## src/rtl/jtlb_lookup_pkg.sv

```systemverilog
// Shared types for the joint TLB (JTLB) lookup / refill engine.
//   jtlb_entry_t : one JTLB entry pair, 94 bits
//                  {VPN2[18:0], ASID, Mask[15:0], G, PFN0, C0, D0, V0, PFN1, C1, D1, V1}
//   stlb_entry_t : refill word for the single-entry STLB, 74 bits
//                  {VPN[19:0], PFN[19:0], Mask[19:0], ASID, G, V, D, C[2:0]}
//   state_t      : FSM encodings, op_t : operation being served
//   dbg_t        : FSM observation bundle exported by the top
package jtlb_lookup_pkg;

    localparam int JTLB_W = 94;
    localparam int STLB_W = 74;

    typedef struct packed {
        logic [18:0] vpn2;
        logic [7:0]  asid;
        logic [15:0] mask;
        logic        g;
        logic [19:0] pfn0;
        logic [2:0]  c0;
        logic        d0;
        logic        v0;
        logic [19:0] pfn1;
        logic [2:0]  c1;
        logic        d1;
        logic        v1;
    } jtlb_entry_t;

    typedef struct packed {
        logic [19:0] vpn;
        logic [19:0] pfn;
        logic [19:0] mask;
        logic [7:0]  asid;
        logic        g;
        logic        v;
        logic        d;
        logic [2:0]  c;
    } stlb_entry_t;

    typedef enum logic [1:0] {
        ST_IDLE  = 2'd0,
        ST_SCAN  = 2'd1,
        ST_RESP  = 2'd2,
        ST_FAULT = 2'd3
    } state_t;

    typedef enum logic {
        OP_LOOKUP = 1'b0,
        OP_PROBE  = 1'b1
    } op_t;

    typedef struct packed {
        state_t     state;
        op_t        op;
        logic [6:0] scan_idx;
        logic       hit_odd;
    } dbg_t;

    // The bit just above the page mask selects the odd page of the pair.
    // va_bits is va[28:12].
    function automatic logic odd_page(input logic [16:0] va_bits, input logic [15:0] mask);
        return |(va_bits & ({1'b0, mask} + 17'd1));
    endfunction

endpackage

```

## src/rtl/jtlb_lookup_if.sv

```systemverilog
// Bus bundle between the MMU/CP0 side (master) and the JTLB engine (slave).
//   Lookup : tlb_en, tlb_vaddr, EntryHi -> stlb_wen, stlb_wdata, stlb_inv, tlb_tlbr, tlb_tlbi
//   Write  : tlbw_en, tlbw_idx, tlbw_data
//   Read   : tlbr_idx -> tlbr_data (combinational)
//   Probe  : tlbp_en -> tlbp_done, tlbp_miss, tlbp_idx
// Handshake: tlb_en and tlbp_en are level requests. The master holds a request
// high until its completion (stlb_wen pulse, or tlb_tlbr/tlb_tlbi fault for a
// lookup; tlbp_done pulse for a probe) and drops it afterwards. Dropping tlb_en
// early aborts the lookup. tlbw_en is a single-cycle strobe with no back-pressure.
interface jtlb_lookup_if #(
    parameter int TLB_ENTRIES = 16
);
    import jtlb_lookup_pkg::*;

    localparam int IDX_W = (TLB_ENTRIES > 1) ? $clog2(TLB_ENTRIES) : 1;

    logic             tlb_en;
    logic [31:0]      tlb_vaddr;
    logic [31:0]      EntryHi;
    logic             stlb_wen;
    stlb_entry_t      stlb_wdata;
    logic             stlb_inv;
    logic             tlb_tlbr;
    logic             tlb_tlbi;
    logic             tlbw_en;
    logic [IDX_W-1:0] tlbw_idx;
    jtlb_entry_t      tlbw_data;
    logic [IDX_W-1:0] tlbr_idx;
    jtlb_entry_t      tlbr_data;
    logic             tlbp_en;
    logic             tlbp_done;
    logic             tlbp_miss;
    logic [IDX_W-1:0] tlbp_idx;

    modport master (
        output tlb_en, tlb_vaddr, EntryHi, tlbw_en, tlbw_idx, tlbw_data, tlbr_idx, tlbp_en,
        input  stlb_wen, stlb_wdata, stlb_inv, tlb_tlbr, tlb_tlbi, tlbr_data,
               tlbp_done, tlbp_miss, tlbp_idx
    );

    modport slave (
        input  tlb_en, tlb_vaddr, EntryHi, tlbw_en, tlbw_idx, tlbw_data, tlbr_idx, tlbp_en,
        output stlb_wen, stlb_wdata, stlb_inv, tlb_tlbr, tlb_tlbi, tlbr_data,
               tlbp_done, tlbp_miss, tlbp_idx
    );

endinterface

```

## src/rtl/jtlb_lookup_match.sv

```systemverilog
// Compare one JTLB entry against a VPN/ASID and format the STLB refill word.
//   entry : JTLB entry under test
//   vpn   : va[31:12] (for a probe, {VPN2, 1'b0})
//   asid  : ASID to compare when the entry is not global
//   match : entry translates this address
//   odd   : odd page of the pair is selected
//   stlb  : refill word built from the selected page
module jtlb_match
    import jtlb_lookup_pkg::*;
(
    input  jtlb_entry_t entry,
    input  logic [19:0] vpn,
    input  logic [7:0]  asid,
    output logic        match,
    output logic        odd,
    output stlb_entry_t stlb
);

    logic [18:0] mask19;

    assign mask19 = {3'b000, entry.mask};
    assign match  = ((entry.vpn2 & ~mask19) == (vpn[19:1] & ~mask19))
                    && (entry.g || (entry.asid == asid));
    assign odd    = odd_page(vpn[16:0], entry.mask);

    always_comb begin
        stlb      = '0;
        stlb.vpn  = vpn;
        stlb.mask = {4'b0000, entry.mask};
        stlb.asid = entry.asid;
        stlb.g    = entry.g;
        if (odd) begin
            stlb.pfn = entry.pfn1;
            stlb.c   = entry.c1;
            stlb.d   = entry.d1;
            stlb.v   = entry.v1;
        end else begin
            stlb.pfn = entry.pfn0;
            stlb.c   = entry.c0;
            stlb.d   = entry.d0;
            stlb.v   = entry.v0;
        end
    end

endmodule

```

## src/rtl/jtlb_lookup.sv

```systemverilog
// JTLB and refill engine behind the single-entry STLB.
// Serves MMU miss lookups (refill or TLB Refill/Invalid fault), TLBWI/TLBWR
// writes, TLBR reads and TLBP probes. Any write invalidates the STLB.
//   clk, rst_n : clock, asynchronous active-low reset
//   bus        : jtlb_lookup_if slave (lookup, write, read, probe channels)
//   dbg        : FSM state, operation, scan index, odd-page flag of last hit
// Build option: TLB_PARALLEL_EN compares all entries in one SCAN cycle with a
// lowest-index priority encode; otherwise one entry is compared per cycle.
module jtlb_lookup
    import jtlb_lookup_pkg::*;
#(
    parameter int TLB_ENTRIES = 16
) (
    input  logic          clk,
    input  logic          rst_n,
    jtlb_lookup_if.slave  bus,
    output dbg_t          dbg
);

    localparam int IDX_W = (TLB_ENTRIES > 1) ? $clog2(TLB_ENTRIES) : 1;

    jtlb_entry_t      mem [TLB_ENTRIES];

    state_t           state;
    op_t              op;
    logic [19:0]      vpn_q;
    logic [7:0]       asid_q;
    logic [IDX_W-1:0] idx_q;
    stlb_entry_t      hit_word_q;
    logic [IDX_W-1:0] hit_idx_q;
    logic             hit_miss_q;
    logic             hit_odd_q;
    logic             tlbr_q;
    logic             tlbi_q;
    logic             inv_q;

    logic             found;
    logic             found_odd;
    logic [IDX_W-1:0] found_idx;
    stlb_entry_t      found_word;
    logic             scan_last;
    logic             lookup_abort;
    logic             restart_va;

    // Entry storage: written at the clock edge, read combinationally.
    always_ff @(posedge clk or negedge rst_n) begin
        if (!rst_n) begin
            for (int i = 0; i < TLB_ENTRIES; i++) begin
                mem[i] <= '0;
            end
        end else if (bus.tlbw_en) begin
            mem[bus.tlbw_idx] <= bus.tlbw_data;
        end
    end

    assign bus.tlbr_data = mem[bus.tlbr_idx];

`ifdef TLB_PARALLEL_EN
    logic [TLB_ENTRIES-1:0] match_vec;
    logic [TLB_ENTRIES-1:0] odd_vec;
    stlb_entry_t            word_vec [TLB_ENTRIES];

    for (genvar g = 0; g < TLB_ENTRIES; g++) begin : g_match
        jtlb_match u_match (
            .entry (mem[g]),
            .vpn   (vpn_q),
            .asid  (asid_q),
            .match (match_vec[g]),
            .odd   (odd_vec[g]),
            .stlb  (word_vec[g])
        );
    end

    // Descending walk so the lowest matching index is the one left standing.
    always_comb begin
        found      = 1'b0;
        found_odd  = 1'b0;
        found_idx  = '0;
        found_word = '0;
        for (int i = TLB_ENTRIES - 1; i >= 0; i--) begin
            if (match_vec[i]) begin
                found      = 1'b1;
                found_odd  = odd_vec[i];
                found_idx  = IDX_W'(i);
                found_word = word_vec[i];
            end
        end
    end

    assign scan_last = 1'b1;
`else
    jtlb_match u_match (
        .entry (mem[idx_q]),
        .vpn   (vpn_q),
        .asid  (asid_q),
        .match (found),
        .odd   (found_odd),
        .stlb  (found_word)
    );

    assign found_idx = idx_q;
    assign scan_last = (idx_q == IDX_W'(TLB_ENTRIES - 1));
`endif

    // A lookup is abandoned when the MMU drops its request, and re-issued from
    // entry 0 when the MMU moves to a different page while still requesting.
    assign lookup_abort = (op == OP_LOOKUP) && !bus.tlb_en;
    assign restart_va   = (op == OP_LOOKUP) && bus.tlb_en && (bus.tlb_vaddr[31:12] != vpn_q);

    always_ff @(posedge clk or negedge rst_n) begin
        if (!rst_n) begin
            state      <= ST_IDLE;
            op         <= OP_LOOKUP;
            vpn_q      <= '0;
            asid_q     <= '0;
            idx_q      <= '0;
            hit_word_q <= '0;
            hit_idx_q  <= '0;
            hit_miss_q <= 1'b0;
            hit_odd_q  <= 1'b0;
            tlbr_q     <= 1'b0;
            tlbi_q     <= 1'b0;
            inv_q      <= 1'b0;
        end else begin
            inv_q <= bus.tlbw_en;
            unique case (state)
                ST_IDLE: begin
                    tlbr_q <= 1'b0;
                    tlbi_q <= 1'b0;
                    if (bus.tlb_en) begin
                        vpn_q  <= bus.tlb_vaddr[31:12];
                        asid_q <= bus.EntryHi[7:0];
                        op     <= OP_LOOKUP;
                        idx_q  <= '0;
                        state  <= ST_SCAN;
                    end else if (bus.tlbp_en) begin
                        vpn_q  <= {bus.EntryHi[31:13], 1'b0};
                        asid_q <= bus.EntryHi[7:0];
                        op     <= OP_PROBE;
                        idx_q  <= '0;
                        state  <= ST_SCAN;
                    end
                end
                ST_SCAN: begin
                    if (lookup_abort) begin
                        state <= ST_IDLE;
                    end else if (restart_va) begin
                        vpn_q  <= bus.tlb_vaddr[31:12];
                        asid_q <= bus.EntryHi[7:0];
                        idx_q  <= '0;
                    end else if (bus.tlbw_en) begin
                        // Entry table is changing under us: start over.
                        idx_q <= '0;
                    end else if (found) begin
                        hit_word_q <= found_word;
                        hit_idx_q  <= found_idx;
                        hit_miss_q <= 1'b0;
                        hit_odd_q  <= found_odd;
                        state      <= ST_RESP;
                    end else if (scan_last) begin
                        if (op == OP_LOOKUP) begin
                            tlbr_q <= 1'b1;
                            state  <= ST_FAULT;
                        end else begin
                            hit_idx_q  <= '0;
                            hit_miss_q <= 1'b1;
                            state      <= ST_RESP;
                        end
                    end else begin
                        idx_q <= idx_q + 1'b1;
                    end
                end
                ST_RESP: begin
                    if (lookup_abort) begin
                        state <= ST_IDLE;
                    end else if (restart_va) begin
                        vpn_q  <= bus.tlb_vaddr[31:12];
                        asid_q <= bus.EntryHi[7:0];
                        idx_q  <= '0;
                        state  <= ST_SCAN;
                    end else if (bus.tlbw_en) begin
                        idx_q <= '0;
                        state <= ST_SCAN;
                    end else if ((op == OP_LOOKUP) && !hit_word_q.v) begin
                        tlbi_q <= 1'b1;
                        state  <= ST_FAULT;
                    end else begin
                        state <= ST_IDLE;
                    end
                end
                ST_FAULT: begin
                    if (!bus.tlb_en) begin
                        tlbr_q <= 1'b0;
                        tlbi_q <= 1'b0;
                        state  <= ST_IDLE;
                    end
                end
                default: state <= ST_IDLE;
            endcase
        end
    end

    // Completion strobes are qualified by the current cycle's inputs so that an
    // abort, restart or table write in the RESP cycle never lets a stale result out.
    assign bus.stlb_wen   = (state == ST_RESP) && (op == OP_LOOKUP) && bus.tlb_en
                            && !restart_va && !bus.tlbw_en && hit_word_q.v;
    assign bus.stlb_wdata = hit_word_q;
    assign bus.stlb_inv   = inv_q;
    assign bus.tlb_tlbr   = tlbr_q;
    assign bus.tlb_tlbi   = tlbi_q;
    assign bus.tlbp_done  = (state == ST_RESP) && (op == OP_PROBE) && !bus.tlbw_en;
    assign bus.tlbp_miss  = bus.tlbp_done && hit_miss_q;
    assign bus.tlbp_idx   = bus.tlbp_done ? hit_idx_q : '0;

    assign dbg.state    = state;
    assign dbg.op       = op;
    assign dbg.scan_idx = 7'(idx_q);
    assign dbg.hit_odd  = hit_odd_q;

endmodule

```

## src/flat_wrapper.sv

```systemverilog
// flat-port wrapper written by rule: the top's interface ports become plain ports
module jtlb_lookup_flat import jtlb_lookup_pkg::*;
#(
    parameter int TLB_ENTRIES = 16
)
  (clk, rst_n, dbg, bus_tlb_en, bus_tlb_vaddr, bus_EntryHi, bus_tlbw_en, bus_tlbw_idx, bus_tlbw_data, bus_tlbr_idx, bus_tlbp_en, bus_stlb_wen, bus_stlb_wdata, bus_stlb_inv, bus_tlb_tlbr, bus_tlb_tlbi, bus_tlbr_data, bus_tlbp_done, bus_tlbp_miss, bus_tlbp_idx);
  jtlb_lookup_if #(.TLB_ENTRIES(TLB_ENTRIES)) bus_i ();
  input  logic clk;
  input  logic rst_n;
  output dbg_t dbg;
  input wire logic [$bits(bus_i.tlb_en)-1:0] bus_tlb_en;
  input wire logic [$bits(bus_i.tlb_vaddr)-1:0] bus_tlb_vaddr;
  input wire logic [$bits(bus_i.EntryHi)-1:0] bus_EntryHi;
  input wire logic [$bits(bus_i.tlbw_en)-1:0] bus_tlbw_en;
  input wire logic [$bits(bus_i.tlbw_idx)-1:0] bus_tlbw_idx;
  input wire logic [$bits(bus_i.tlbw_data)-1:0] bus_tlbw_data;
  input wire logic [$bits(bus_i.tlbr_idx)-1:0] bus_tlbr_idx;
  input wire logic [$bits(bus_i.tlbp_en)-1:0] bus_tlbp_en;
  output wire logic [$bits(bus_i.stlb_wen)-1:0] bus_stlb_wen;
  output wire logic [$bits(bus_i.stlb_wdata)-1:0] bus_stlb_wdata;
  output wire logic [$bits(bus_i.stlb_inv)-1:0] bus_stlb_inv;
  output wire logic [$bits(bus_i.tlb_tlbr)-1:0] bus_tlb_tlbr;
  output wire logic [$bits(bus_i.tlb_tlbi)-1:0] bus_tlb_tlbi;
  output wire logic [$bits(bus_i.tlbr_data)-1:0] bus_tlbr_data;
  output wire logic [$bits(bus_i.tlbp_done)-1:0] bus_tlbp_done;
  output wire logic [$bits(bus_i.tlbp_miss)-1:0] bus_tlbp_miss;
  output wire logic [$bits(bus_i.tlbp_idx)-1:0] bus_tlbp_idx;
  assign bus_i.tlb_en = bus_tlb_en;
  assign bus_i.tlb_vaddr = bus_tlb_vaddr;
  assign bus_i.EntryHi = bus_EntryHi;
  assign bus_i.tlbw_en = bus_tlbw_en;
  assign bus_i.tlbw_idx = bus_tlbw_idx;
  assign bus_i.tlbw_data = bus_tlbw_data;
  assign bus_i.tlbr_idx = bus_tlbr_idx;
  assign bus_i.tlbp_en = bus_tlbp_en;
  assign bus_stlb_wen = bus_i.stlb_wen;
  assign bus_stlb_wdata = bus_i.stlb_wdata;
  assign bus_stlb_inv = bus_i.stlb_inv;
  assign bus_tlb_tlbr = bus_i.tlb_tlbr;
  assign bus_tlb_tlbi = bus_i.tlb_tlbi;
  assign bus_tlbr_data = bus_i.tlbr_data;
  assign bus_tlbp_done = bus_i.tlbp_done;
  assign bus_tlbp_miss = bus_i.tlbp_miss;
  assign bus_tlbp_idx = bus_i.tlbp_idx;
  jtlb_lookup #(.TLB_ENTRIES(TLB_ENTRIES)) u_core (.clk(clk), .rst_n(rst_n), .bus(bus_i), .dbg(dbg));
endmodule
```

## config.mk

```make
export PLATFORM = sky130hd
export DESIGN_NAME = jtlb_lookup_flat
export DESIGN_NICKNAME = d
export VERILOG_FILES = /design/src/rtl/jtlb_lookup_pkg.sv /design/src/rtl/jtlb_lookup_if.sv /design/src/rtl/jtlb_lookup_match.sv /design/src/rtl/jtlb_lookup.sv /design/src/flat_wrapper.sv
export SDC_FILE = /design/constraint.sdc
export NUM_CORES = 2
export LEC_CHECK = 0
export BUFFER_PORTS_ARGS = -buffer_cell sky130_fd_sc_hd__clkbuf_2
export CAP_MARGIN = 20
export CELL_PAD_IN_SITES_DETAIL_PLACEMENT = 1
export CELL_PAD_IN_SITES_GLOBAL_PLACEMENT = 2
export CORE_ASPECT_RATIO = 2
export CORE_MARGIN = 5
export CORE_UTILIZATION = 46
export DETAILED_ROUTE_END_ITERATION = 12
export PLACE_DENSITY = 0.87
export SETUP_SLACK_MARGIN = 0.05
export SYNTH_ARGS = -nofsm -noshare
export SYNTH_HDL_FRONTEND = slang
export SYNTH_HIERARCHICAL = 1
export SYNTH_SLANG_ARGS = --single-unit
```

## constraint.sdc

```tcl
create_clock -name clk -period 5.83 [get_ports clk]
set_input_delay 0.8745 -clock clk [delete_from_list [all_inputs] [get_ports clk]]
set_output_delay 0.8745 -clock clk [all_outputs]
set_load 0.03 [all_outputs]
```

== After elaboration in Yosys (flattened, before gate mapping) ==
Index checks and enable logic that the tools add are counted.

* Bits in read-only memories: 0
* Latch bits: 0
* Input bits: 171
* Bits in registers: 1618
* Output and inout port bits: 189
* Logic and storage cells: 360
* Memories: 0
* RAM bits: 0

* Magnitude comparators: 4
* Add/sub/neg operators: 2
* Multiplexer cells: 68
* Shift-type cells: 0
* Reduce and logical (&&, ||, !) cells: 37
* Div/mod/pow operators: 0
* Bitwise logic cells: 11
* Equal/unequal tests: 27
* Multiply operators: 0

{| class="wikitable"
|+ Operators with widths
! kind !! number
|-
| $bwmux 1504 || 1
|-
| $bmux 94 s4 || 2
|-
| $mux 94 || 5
|-
| $demux 94 s4 || 1
|-
| $mux 20 || 5
|-
| $mux 4 || 14
|-
| $pmux 20 s2 || 1
|-
| $and 19x19->19 || 2
|-
| $mux 8 || 4
|-
| $mux 2 || 12
|-
| $ne 2x2->1 const B || 10
|-
| $ne 20x20->1 || 1
|-
| $eq 19x19->1 || 1
|-
| $not 16->19 || 1
|-
| $add 16x1->17 const B || 1
|-
| $and 17x17->17 || 1
|-
| $mux 1 || 17
|-
| $reduce_or 17->1 || 1
|-
| $pmux 8 s2 || 1
|-
| $ge 5x5->1 const B || 3
|-
| $not 4->5 || 3
|-
| $logic_and 1x1->1 || 14
|-
| $pmux 4 s3 || 1
|-
| $reduce_and 6->1 || 2
|-
| other kinds (26) || 45
|}

== Logic depth before layout (Yosys ltp) ==
* Depth after elaboration: 13
* Mapped depth: 19
* Depth with buffers taken out: 16

== Cells and area by module ==
Netlist, hierarchy kept.

{| class="wikitable"
|+ By module, submodules not included
! module !! cells an instance !! area each (um2) !! seq. area each (um2) !! instances
|-
| jtlb_lookup || 5537 || 84398.4 || 40588.9 || 1
|-
| jtlb_match || 172 || 1483.9 || 0.0 || 1
|}

== Worst setup path before layout ==
Ideal clock, no wire load.

* Path type: flip-flop to flip-flop
* Start point: register u_core.idx_q[0], in the netlist u_core/found_idx[0]
* End point: register u_core.state[1]
* Buffers on the path: 3
* Setup time: 0.125 ns
* Cell stages (with the launch flop): 18
* Data required time: 5.705 ns
* Path slack: 1.504 ns
* Period minus slack after synthesis: 4.326 ns
* Data arrival time: 4.201 ns
* Cells stage by stage: dfrtp_1 buf_2 buf_2 buf_2 mux4_2 a22oi_1 nand2_1 xor2_1 nor4_1 a21oi_1 or4_1 nor4_1 nand2b_1 o21ai_0 o21ai_0 nand2_1 a21oi_1 mux2_2

* Longest elaborated chain between the ends: 13
* Elaborated cells between the ends (all ways): 19
* Classes of those cells: eq/ne: 4; mux: 8; bitwise: 4; reduce/logical: 3

{| class="wikitable"
|+ Ends and longest elaborated chain
! element !! RTL line !! text
|-
| start, declared || jtlb_lookup.sv:28 || <nowiki>logic [IDX_W-1:0] idx_q;</nowiki>
|-
| start signal, assigned || jtlb_lookup.sv:170 || <nowiki>idx_q <= idx_q + 1'b1;</nowiki>
|-
| $not 4->5 (not written as such) * || jtlb_lookup.sv:93 || <nowiki>.entry (mem[idx_q]),</nowiki>
|-
| $bmux 94 s4 * || jtlb_lookup.sv:93 ||
|-
| $mux 94 (not written as such) * (2 in a row) || jtlb_lookup.sv:93 ||
|-
| $not 16->19 || jtlb_lookup_match.sv:22 || <nowiki>assign match = ((entry.vpn2 & ~mask19) == (vpn[19:1] & ~mask19))</nowiki>
|-
| $and 19x19->19 || jtlb_lookup_match.sv:22 ||
|-
| $eq 19x19->1 || jtlb_lookup_match.sv:22 ||
|-
| $logic_and 1x1->1 * || jtlb_lookup_match.sv:23 || <nowiki>&& (entry.g || (entry.asid == asid));</nowiki>
|-
| net u_core.found || jtlb_lookup.sv:37 || <nowiki>logic found;</nowiki>
|-
| $mux 2 || jtlb_lookup.sv:154 || <nowiki>end else if (found) begin</nowiki>
|-
| $mux 2 || jtlb_lookup.sv:151 || <nowiki>end else if (bus.tlbw_en) begin</nowiki>
|-
| $mux 2 || jtlb_lookup.sv:147 || <nowiki>end else if (restart_va) begin</nowiki>
|-
| $mux 2 || jtlb_lookup.sv:145 || <nowiki>if (lookup_abort) begin</nowiki>
|-
| $pmux 2 s4 || jtlb_lookup.sv:126 || <nowiki>unique case (state)</nowiki>
|-
| end signal, assigned || jtlb_lookup.sv:135 || <nowiki>state <= ST_SCAN;</nowiki>
|-
| end signal, assigned || jtlb_lookup.sv:146 || <nowiki>state <= ST_IDLE;</nowiki>
|-
| end signal, assigned || jtlb_lookup.sv:159 || <nowiki>state <= ST_RESP;</nowiki>
|-
| end, declared || jtlb_lookup.sv:24 || <nowiki>state_t state;</nowiki>
|}

Mark *: on every way through the listed nets, which the timed path passes. The rest lies on a longest branch. The select of a mux whose other input is x is not followed.
A chain may end at the register's enable or synchronous reset.

==> summary.txt <==
Synth Flop Type -> dfrtp_1
Final Hold Fails -> 2
area leader, netlist -> dfrtp_1
slowest CP cell -> dfrtp_4
Clock Path Buffers -> 4
syn avg cell area -> 15.04 um2
top post-synthesis cells by count -> mux2_2 (1,689), dfrtp_1 (1,622), mux4_2 (658)
Post-CTS Hold Buffers -> 0
initial antenna violation count -> 32
Worst slew margin -> 0.1638
CP required -> 6.51 ns
Reg clk slew, reported paths -> 0.07 ns
Initial Utilization -> 0.4615
Distinct cells, synth -> 56
run status -> complete, but fails checks
GRT Overall Usage -> 0.2823
Tmin final -> 5.693 ns
worst hold slack -> -0.009987 ns
post-route clock period utilization -> 0.9765
final setup TNS -> 0 ns
Core Rows -> 224
Synth warnings -> 6
total grt overflow -> 0
synthesized area -> 85,880 um2
Boundary Pins -> 360
crit path kind -> register to register
number of gates resized after cts -> 0
main area contributors after synthesis -> dfrtp_1 (47%), mux2_2 (22%), mux4_2 (17%)
unrepaired setup endpoints after global routing -> no
Clock Tree Root -> clkbuf_16
DRT antenna net count -> 0
clk_skew -> 0.06564 ns
vias per inst -> 6.475
Post-synth ARST share -> 1.000
Critical Path Start Type -> register
count leader, synth -> mux2_2
crit path max fanout -> 30
input/output buffers -> 339
Yosys reg bits -> 1,622
global placer's final weighted congestion -> 0.8147
first-pass GRT wire length -> 417,600 um
Post-synth EDFFs -> 0
crit-path leading delay family -> simple AND/OR/NAND/NOR gates
layout cells sized above 1 -> 0.5351
Layout Area Growth over Synthesis -> 10.78%
setup bufs post-CTS -> 0
CP cell instances -> buf_12 -> buf_12 -> mux2i_1 -> a221oi_1 -> o21ai_0 -> nand2_1 -> nand2_1 -> nor4_2 -> xor2_1 -> a22o_1 -> a221oi_1 -> and4b_2 -> buf_12 -> mux2_2 -> mux2_1
path type of the worst min-delay path -> primary input to asynchronous set/reset pin
Mapped Cells -> 5,709
Leak -> 39.35 nW
H-tree levels -> 4
final setup fails -> 0
Final Max Tran Viols -> 0
Reg2Reg Setup Slack -> 0.14 ns
area share of the largest cell type after synthesis -> 0.4726
number of global-route vias before repair -> 61,740
Die Height -> 621.1 um
Crit path largest cell delay -> 0.86 ns
worst vdd ir -> 0.0003223 V
Iteration-0 DRC Markers -> 3,783
final WL -> 277,900 um
core area -> 186,100 um2
Fmax achieved -> 175.7 MHz
worst path arrival time -> 6.38 ns
CP dominant cell by count -> buf_12
Num CTS Buffers -> 159
Final Net Count -> 5,946
post-DP HPWL -> 169,300 um
largest net degree at the start of global routing -> 186
clk_lat worst skew -> 0.84 ns
Pre-antenna DRT Iters -> 5
clock sink count -> 1,622
DRC -> 0
DR WL/cell -> 33.17 um
Die W -> 315.5 um
die area -> 196,000 um2
Cell Pwr Density -> 416.6 nW/um2
violated checks -> negative hold slack
crit end category -> register
max cap viols -> 0
sequential-to-total area share from yosys stat -> 0.4726
total number of vias -> 54,240
Buf/Inv on CP -> 3
CTS tree -> yes
worst-margin pin slew -> 1.254 ns
layout make-up:
cell class / instances / area (um2)
clock buffers: 222 / 4578
diodes: 14 / 35.03
flip-flops and latches: 1622 / 40600
fillers: 17750 / 90950
clock inverters: 48 / 580.6
well taps: 2486 / 3110
multi-input cells: 3494 / 42560
repair buffers: 485 / 3657
inverters: 6 / 22.52
cell families after synthesis:
kind of cell | Yosys count | synth area share
muxes | 2686 | 0.4361
DFF | 1622 | 0.4726
buffers and inverters | 598 | 0.03351
AOI/OAI and AO/OA | 525 | 0.03867
and+or+nand+nor | 208 | 0.01183
xor gates and xnor gates | 61 | 0.006221
adders and majority gates | 7 | 0.001020
other | 2 | 0.00008745
registers in the layout, summed over array words and instances (netlist names):
register and flops:
u_core/bus.stlb_inv 1, u_core/hit_miss_q 1, u_core/hit_odd_q 1, u_core/bus.tlb_tlbr 1, u_core/op 1, u_core/bus.tlb_tlbi 1, u_core/hit_idx_q 4, u_core/mem 1504
u_core/state 2, u_core/found_idx 4, u_core/bus.stlb_wdata 74, u_core/vpn_q 20, u_core/asid_q 8
layout by cell type (no fill, tap or decap), types with 24 or more instances in the layout:
master / n
clkbuf_2: 334
clkbuf_16: 161
clkbuf_1: 29
clkinv_2: 27
mux4_2: 658
buf_4: 81
buf_12: 66
dfrtp_1: 1618
nand2_1: 107
mux2_4: 39
mux2_2: 1689
a22oi_1: 100
o21ai_0: 200
clkbuf_8: 32
xnor2_1: 24
a221oi_1: 96
a21oi_1: 102
mux2i_1: 282
xor2_1: 37
metrics by stage:
step	cells	utilization	area, um2	power (mW)	setup slack, ns
4_1_cts	8362	0.5110	95090	39.88	0.2972
6_report	8377	0.5113	95140	39.64	0.1370
2_1_floorplan	5714	-	85900	25.15	1.504
3_3_place_gp	8091	0.4831	89910	28.43	0.5374
5_1_grt	8369	0.5111	95120	41.28	0.1510
3_5_place_dp	8092	0.4832	89930	29.20	0.3607
power breakdown:
part / internal (mW) / leakage [nW] / total (mW) / switching [mW]
combinational: 6.85 / 16.8 / 13.0 / 6.19
clock: 6.01 / 2.55 / 10.6 / 4.55
sequential: 13.8 / 20.0 / 16.1 / 2.23
path summary, 6_finish.rpt:
check	from	to	depth (start not counted)
worst max-delay path	u_core/found_idx[0]$_DFFE_PN0P_	u_core/bus.stlb_wdata[37]$_DFFE_PN0P_	15
worst min-delay path	rst_n	u_core/mem[702]$_DFFE_PN0P_	1
worst max register to register	u_core/found_idx[0]$_DFFE_PN0P_	u_core/bus.stlb_wdata[37]$_DFFE_PN0P_	15
worst min register to register	u_core/bus.stlb_wdata[72]$_DFFE_PN0P_	u_core/bus.stlb_wdata[72]$_DFFE_PN0P_	1
max in group asynchronous	rst_n	u_core/mem[1497]$_DFFE_PN0P_	2
min in group clk	bus_EntryHi[0]	u_core/asid_q[0]$_DFFE_PN0P_	2
per-layer routing:
metal | track usage | part of all wire | vias to the layer above
met5 | 0 | 0.00070 | -
met4 | 0.1324 | 0.055 | 30
met3 | 0.04612 | 0.055 | 575
met2 | 0.4863 | 0.51 | 1704
met1 | 0.3473 | 0.38 | 29940
li1 | - | - | 21990
Note: power is estimated with default switching activity, not from simulation.
